--- src/rtl/key_debounce_repeat.sv ---
// Push-button conditioner: synchronizes key and tick inputs, debounces the key on tick
// edges, emits press/release pulses, and generates auto-repeat pulses while held.
module key_debounce_repeat #(
    parameter int DEB_DEPTH    = 4,
    parameter int HOLD_TICKS   = 150,
    parameter int REPEAT_TICKS = 30
) (
    input  logic clk,
    input  logic rst,
    input  logic tick_src,
    input  logic key_in,
    output logic key_level,
    output logic key_pulse,
    output logic key_release,
    output logic key_repeat,
    output logic hold_active
);

    typedef enum logic [1:0] {
        IDLE    = 2'd0,
        PRESSED = 2'd1,
        HOLD    = 2'd2
    } state_t;

    localparam logic [7:0] HOLD_LAST = 8'(HOLD_TICKS - 1);
    localparam logic [7:0] REP_LAST  = 8'(REPEAT_TICKS - 1);

    logic                 key_s1_q, key_s_q;
    logic                 tick_s1_q, tick_s_q;
    logic                 tick_prev_q, tick_armed_q;
    logic                 tick;
    logic [DEB_DEPTH-1:0] hist_q, hist_d;
    logic                 key_level_q, level_d, level_dly_q;
    logic                 key_pulse_q, key_release_q;
    logic                 key_repeat_q, hold_active_q;
    state_t               state_q;
    logic [7:0]           hold_cnt_q;

    // A tick needs tick_s to have been seen low since reset, so a source that is
    // already high when reset drops does not count as an edge.
    assign tick = tick_s_q & ~tick_prev_q & tick_armed_q;

    always_comb begin
        hist_d  = hist_q;
        level_d = key_level_q;
        if (tick) begin
            hist_d = {hist_q[DEB_DEPTH-2:0], key_s_q};
            if (&hist_d) begin
                level_d = 1'b1;
            end else if (~|hist_d) begin
                level_d = 1'b0;
            end
        end
    end

    always_ff @(posedge clk or posedge rst) begin
        if (rst) begin
            key_s1_q      <= 1'b0;
            key_s_q       <= 1'b0;
            tick_s1_q     <= 1'b0;
            tick_s_q      <= 1'b0;
            tick_prev_q   <= 1'b0;
            tick_armed_q  <= 1'b0;
            hist_q        <= '0;
            key_level_q   <= 1'b0;
            level_dly_q   <= 1'b0;
            key_pulse_q   <= 1'b0;
            key_release_q <= 1'b0;
        end else begin
            key_s1_q      <= key_in;
            key_s_q       <= key_s1_q;
            tick_s1_q     <= tick_src;
            tick_s_q      <= tick_s1_q;
            tick_prev_q   <= tick_s_q;
            tick_armed_q  <= tick_armed_q | ~tick_s_q;
            hist_q        <= hist_d;
            key_level_q   <= level_d;
            level_dly_q   <= key_level_q;
            key_pulse_q   <= key_level_q & ~level_dly_q;
            key_release_q <= ~key_level_q & level_dly_q;
        end
    end

    // The FSM looks at the next debounced level so a release on a repeat tick wins.
    always_ff @(posedge clk or posedge rst) begin
        if (rst) begin
            state_q       <= IDLE;
            hold_cnt_q    <= 8'd0;
            key_repeat_q  <= 1'b0;
            hold_active_q <= 1'b0;
        end else begin
            key_repeat_q <= 1'b0;
            case (state_q)
                IDLE: begin
                    if (level_d) begin
                        state_q    <= PRESSED;
                        hold_cnt_q <= 8'd0;
                    end
                end
                PRESSED: begin
                    if (!level_d) begin
                        state_q    <= IDLE;
                        hold_cnt_q <= 8'd0;
                    end else if (tick) begin
                        if (hold_cnt_q == HOLD_LAST) begin
                            state_q       <= HOLD;
                            hold_cnt_q    <= 8'd0;
                            key_repeat_q  <= 1'b1;
                            hold_active_q <= 1'b1;
                        end else begin
                            hold_cnt_q <= hold_cnt_q + 8'd1;
                        end
                    end
                end
                HOLD: begin
                    if (!level_d) begin
                        state_q       <= IDLE;
                        hold_cnt_q    <= 8'd0;
                        hold_active_q <= 1'b0;
                    end else if (tick) begin
                        if (hold_cnt_q == REP_LAST) begin
                            hold_cnt_q   <= 8'd0;
                            key_repeat_q <= 1'b1;
                        end else begin
                            hold_cnt_q <= hold_cnt_q + 8'd1;
                        end
                    end
                end
                default: begin
                    state_q       <= IDLE;
                    hold_cnt_q    <= 8'd0;
                    hold_active_q <= 1'b0;
                end
            endcase
        end
    end

    assign key_level   = key_level_q;
    assign key_pulse   = key_pulse_q;
    assign key_release = key_release_q;
    assign key_repeat  = key_repeat_q;
    assign hold_active = hold_active_q;

endmodule

--- config.mk ---
export PLATFORM = sky130hd
export DESIGN_NAME = key_debounce_repeat
export DESIGN_NICKNAME = d
export VERILOG_FILES = /design/src/rtl/key_debounce_repeat.sv
export SDC_FILE = /design/constraint.sdc
export NUM_CORES = 1
export LEC_CHECK = 0
export CORE_MARGIN = 2
export CORE_UTILIZATION = 56
export DETAILED_ROUTE_END_ITERATION = 8
export HOLD_SLACK_MARGIN = 0.12
export PLACE_DENSITY = 0.77
export SLEW_MARGIN = 20
export SYNTH_ARGS = -nofsm -noshare
export SYNTH_HDL_FRONTEND = slang
export SYNTH_SLANG_ARGS = --single-unit
export TNS_END_PERCENT = 20
--- constraint.sdc ---
create_clock -name clk -period 2.2 [get_ports clk]
set_input_delay 0.22 -clock clk [delete_from_list [all_inputs] [get_ports clk]]
set_output_delay 0.22 -clock clk [all_outputs]
set_load 0.05 [all_outputs]
==> metrics.md <==
| Metric | Value |
|---|---|
| Outcome | `completed` |
| Total area of multi-input combinational cells | `about 590 sq um` |
| Number of rows in the core area | `17` |
| DRT antenna net count | `0` |
| Floorplan die width | `about 51 microns` |
| Number of max-cap violations | `0` |
| Global placement routability congestion | `0.8046` |
| Synthesized-area fraction occupied by ao, oa, aoi and oai cells | `0.1913` |
| Post-synthesis instance total | `roughly 120` |
| Worst Path Max Fanout | `10` |
| First drt pass iteration count | `4` |
| Global-route wire length before repair | `~3900 microns` |
| Portion of netlist area occupied by mux cells | `0.01208` |
| Clock Skew | `0.008607 ns` |
| Core Area | `around 0.0021 sq mm` |
| 1st-iter DRT viols | `22` |
| Vias after detailed routing | `just under 900` |
| Register bit total from synthesis | `25` |
| Arithmetic-cell share of the synthesized area counting full adders, half adders and majority gates | `0.05035` |
| Category of the worst setup path capture point | `flop` |
| Buffer cell driving the clock tree root | `sky130_fd_sc_hd__clkbuf_4` |
| Setup-violating endpoint count in the final report | `0` |
| Initial core utilization | `0.5783` |
| Worst hold slack | `between 0.2 and 0.25 ns` |
| Sequential fraction of design power | `0.489` |
| Number of global-route vias before repair | `roughly 850` |
| Post-route clock period utilization | `0.8809` |
| Sequential cell area | `between 600 and 700 sq um` |
| Number of hold violations in the final report | `0` |
| Leakage power | `between 0.6 and 0.7 nW` |
| Overall overflow remaining after global route | `0` |
| DRC Markers | `0` |
| Latest clock arrival within the worst-skew pair | `~0.32 ns` |
| Via density | `around 5.7` |
| Ant. Diodes | `0` |
| Hold buffer count at cts | `0` |
| Post-detail-place hpwl | `between 1500 and 2000 microns` |
| Worst Tran Pin Value | `between 0.5 and 0.6 ns` |
| Total of buffers placed on input and output ports | `8` |
| Clk sink count | `25` |
| Simple-gate area share of the yosys netlist | `0.2175` |
| Fillers | `around 180` |
| Syn avg cell area | `~11 sq um` |
| Sequential fraction of the synthesis area | `0.5035` |
| Worst min path class | `input pin to async pin` |
| Worst EP required | `~2.4 ns` |
| Clock tree from TritonCTS | `built` |
| Largest family of logic cells by synthesized area | `simple AND/OR/NAND/NOR gates` |
| Slew Viols, Final | `0` |
| Net switching share of the total power | `0.3390` |
| Post-route setup TNS | `0 ns` |
| Number of distinct library cells after synthesis | `39` |
| Global routing usage on met3 | `0.02632` |
| Total number of nets in the final design | `between 100 and 150` |
| Arrival time reported for the critical path endpoint | `2.15 ns` |
| Worst-path clk slew | `approximately 0.13 ns` |
| Global-route met1 utilization | `0.2763` |
| Internal power component | `0.0007108 W` |
| Fraction of power consumed by the clock network | `0.185` |
| Net count of the mapped netlist | `around 130` |
| Peak-usage layer in the global routing report | `met2` |
| Vertical extent of the die | `between 50 and 60 microns` |
| Total wirelength of the detailed-routed design | `about 2100 microns` |
| Setup repair after global routing missed its margin | `false` |
| Cell area after technology mapping | `around 0.0012 sq mm` |
| Maximum achievable frequency | `just over 500 MHz` |
| Kind of start point of the critical path | `flop` |
| Die ar. | `around 0.0026 sq mm` |
| Fraction of layout instances using a drive strength above 1 | `0.1328` |
| Maximum buffer depth of the clock tree | `2` |
| Average wire per standard cell | `13.66 microns` |
| Area growth from synthesis to layout | `11.28%` |
| Combinational share of power | `0.326` |
| Number of antenna violations at the first check in global routing | `0` |
| Pin count of the biggest net entering global routing | `26` |
| Rel. slew slack | `0.6659` |
| Gates resized, CTS repair | `0` |
| Largest vdd supply drop | `472.1 uV` |
| Xor/xnor share of the synthesized area | `0` |
| Post-route minimum period | `approximately 1.9 ns` |
| CTS buffer count | `3` |
| GRT met2 Usage | `0.3182` |
| Net load switching power | `0.0003646 W` |
| Overall routing resource usage | `0.2035` |
| Number of warnings printed during yosys synthesis | `0` |
| # Post-CTS Setup Buffers | `0` |
| CTS HTree Levels | `1` |
| Final standard cell utilization of the core | `0.6436` |
| Startpoint-to-endpoint class of the critical path | `flop to flop` |
| P per Cell Area | `just under 800 mW/mm^2` |
| Number of top-level pins | `9` |
logic make-up (layout without fill, tap and decap cells):
| family | count (synthesis) | count (layout) |
|---|---|---|
| mux | 1 | 1 |
| buf+inv | 8 | 19 |
| compound gates | 27 | 27 |
| simple gates | 51 | 51 |
| fa+ha+maj | 5 | 5 |
| flops | 25 | 25 |
worst paths after layout:
check                           from             to  slack [ns]  depth (start not counted)
setup / recovery           hist_q[0]  hold_cnt_q[5]        0.26                          5
hold / removal                   rst  hold_cnt_q[0]        0.24                          3
setup reg to reg           hist_q[0]  hold_cnt_q[5]        0.26                          5
hold reg to reg             key_s1_q        key_s_q        0.36                          0
max in group asynchronous        rst    key_release        1.72                          3
min in group clk              key_in       key_s1_q        0.33                          1
cell type report:
type                    count  share of cell area
flip-flops and latches     25              0.4525
multi-input cells          84              0.4235
repair buffers              9             0.06335
well taps                  28             0.02534
clock buffers               4             0.01900
inverters                   6             0.01629
per-stage QoR:
stage / area, sq um / setup slack (ns) / cells / total power [W]
6_report: 1383 / 0.2621 / 156 / 0.001075
5_1_grt: 1383 / 0.09861 / 156 / 0.001141
4_1_cts: 1383 / 0.2570 / 156 / 0.001084
3_5_place_dp: 1356 / 0.2650 / 152 / 0.0008795
3_3_place_gp: 1356 / 0.3517 / 152 / 0.0008688
2_1_floorplan: 1242 / 0.3573 / 117 / 0.0008069
flip-flops by register name, summed over array words and instances, names as in the netlist:
| register | cells |
|---|---|
| key_s1_q | 1 |
| hist_q | 3 |
| key_s_q | 1 |
| level_dly_q | 1 |
| tick_s1_q | 1 |
| hold_cnt_q | 8 |
| tick_armed_q | 1 |
| tick_prev_q | 1 |
| state_q | 2 |
| key_release | 1 |
| key_level | 1 |
| key_pulse | 1 |
| hold_active | 1 |
| tick_s_q | 1 |
| key_repeat | 1 |
cells in the final DEF, fill, tap and decap left out, types with 2 or more instances in the layout:
master,Yosys,layout
sky130_fd_sc_hd__o21ai_0,4,4
sky130_fd_sc_hd__nor2_1,10,10
sky130_fd_sc_hd__a221o_1,2,2
sky130_fd_sc_hd__a22o_2,3,3
sky130_fd_sc_hd__nand3_1,6,6
sky130_fd_sc_hd__nand2_1,17,17
sky130_fd_sc_hd__nor3_1,3,3
sky130_fd_sc_hd__clkdlybuf4s50_1,0,8
sky130_fd_sc_hd__nor2b_1,2,2
sky130_fd_sc_hd__nand2b_1,3,3
sky130_fd_sc_hd__a21oi_1,2,2
sky130_fd_sc_hd__ha_1,5,5
sky130_fd_sc_hd__inv_1,6,6
sky130_fd_sc_hd__clkbuf_4,0,3
sky130_fd_sc_hd__dfrtp_1,25,25
sky130_fd_sc_hd__a21o_2,3,3
sky130_fd_sc_hd__and3b_1,2,2
worst max-delay path: stages, from the launching register on:
cell and delay, ns:
sky130_fd_sc_hd__dfrtp_1 0.43, sky130_fd_sc_hd__nor4_2 0.32, sky130_fd_sc_hd__a21boi_1 0.20, sky130_fd_sc_hd__o31ai_4 0.46, sky130_fd_sc_hd__nor2b_4 0.10, sky130_fd_sc_hd__a221o_1 0.32
power by group through the flow:
stage | clock (W) | sequential, W | combinational (W)
detailed placement | 0 | 0.000534 | 0.000346
global placement | 0 | 0.000531 | 0.000337
finish | 0.000199 | 0.000526 | 0.000351
CTS | 0.000207 | 0.000525 | 0.000351
floorplan | 0 | 0.000551 | 0.000256
global route | 0.000225 | 0.000532 | 0.000383
Yosys cell counts:
library cell,number,area share
sky130_fd_sc_hd__o311ai_0,1,0.0071
sky130_fd_sc_hd__nand3b_2,1,0.0091
sky130_fd_sc_hd__a21o_2,3,0.021
sky130_fd_sc_hd__inv_1,6,0.018
sky130_fd_sc_hd__nor3_1,3,0.012
sky130_fd_sc_hd__and3_1,1,0.0050
sky130_fd_sc_hd__o221a_4,1,0.016
sky130_fd_sc_hd__a31oi_1,1,0.0050
sky130_fd_sc_hd__nor2_1,10,0.030
sky130_fd_sc_hd__o31ai_4,1,0.017
sky130_fd_sc_hd__buf_2,1,0.0040
sky130_fd_sc_hd__nor2b_1,2,0.010
sky130_fd_sc_hd__nand2b_1,3,0.015
sky130_fd_sc_hd__mux2_4,1,0.012
sky130_fd_sc_hd__o21a_1,1,0.0060
sky130_fd_sc_hd__nand2_1,17,0.051
sky130_fd_sc_hd__or2_1,1,0.0050
sky130_fd_sc_hd__nand4bb_1,1,0.0091
sky130_fd_sc_hd__a221o_1,2,0.016
sky130_fd_sc_hd__nand3_1,6,0.024
sky130_fd_sc_hd__a21boi_1,1,0.0060
sky130_fd_sc_hd__a311oi_1,1,0.0071
sky130_fd_sc_hd__a22o_2,3,0.024
sky130_fd_sc_hd__a21oi_1,2,0.0081
sky130_fd_sc_hd__o211ai_1,1,0.0060
sky130_fd_sc_hd__nand4_1,1,0.0050
sky130_fd_sc_hd__a211oi_1,1,0.0060
sky130_fd_sc_hd__o21ai_0,4,0.016
sky130_fd_sc_hd__o21ai_2,1,0.0071
sky130_fd_sc_hd__nor2b_4,1,0.011
sky130_fd_sc_hd__dfrtp_1,25,0.50
sky130_fd_sc_hd__o31a_1,1,0.0071
sky130_fd_sc_hd__ha_1,5,0.050
sky130_fd_sc_hd__clkbuf_1,1,0.0030
sky130_fd_sc_hd__a41oi_1,1,0.0071
sky130_fd_sc_hd__o211a_1,1,0.0081
sky130_fd_sc_hd__and3b_1,2,0.014
sky130_fd_sc_hd__nand3b_1,1,0.0060
sky130_fd_sc_hd__nor4_2,1,0.010
routing by layer:
metal | share of wire | up-vias
met4 | 0.017 | 0
met2 | 0.48 | 14
met3 | 0.027 | 5
met5 | 0 | -
met1 | 0.48 | 431
li1 | - | 442
Note: power is estimated with default switching activity, not from simulation.
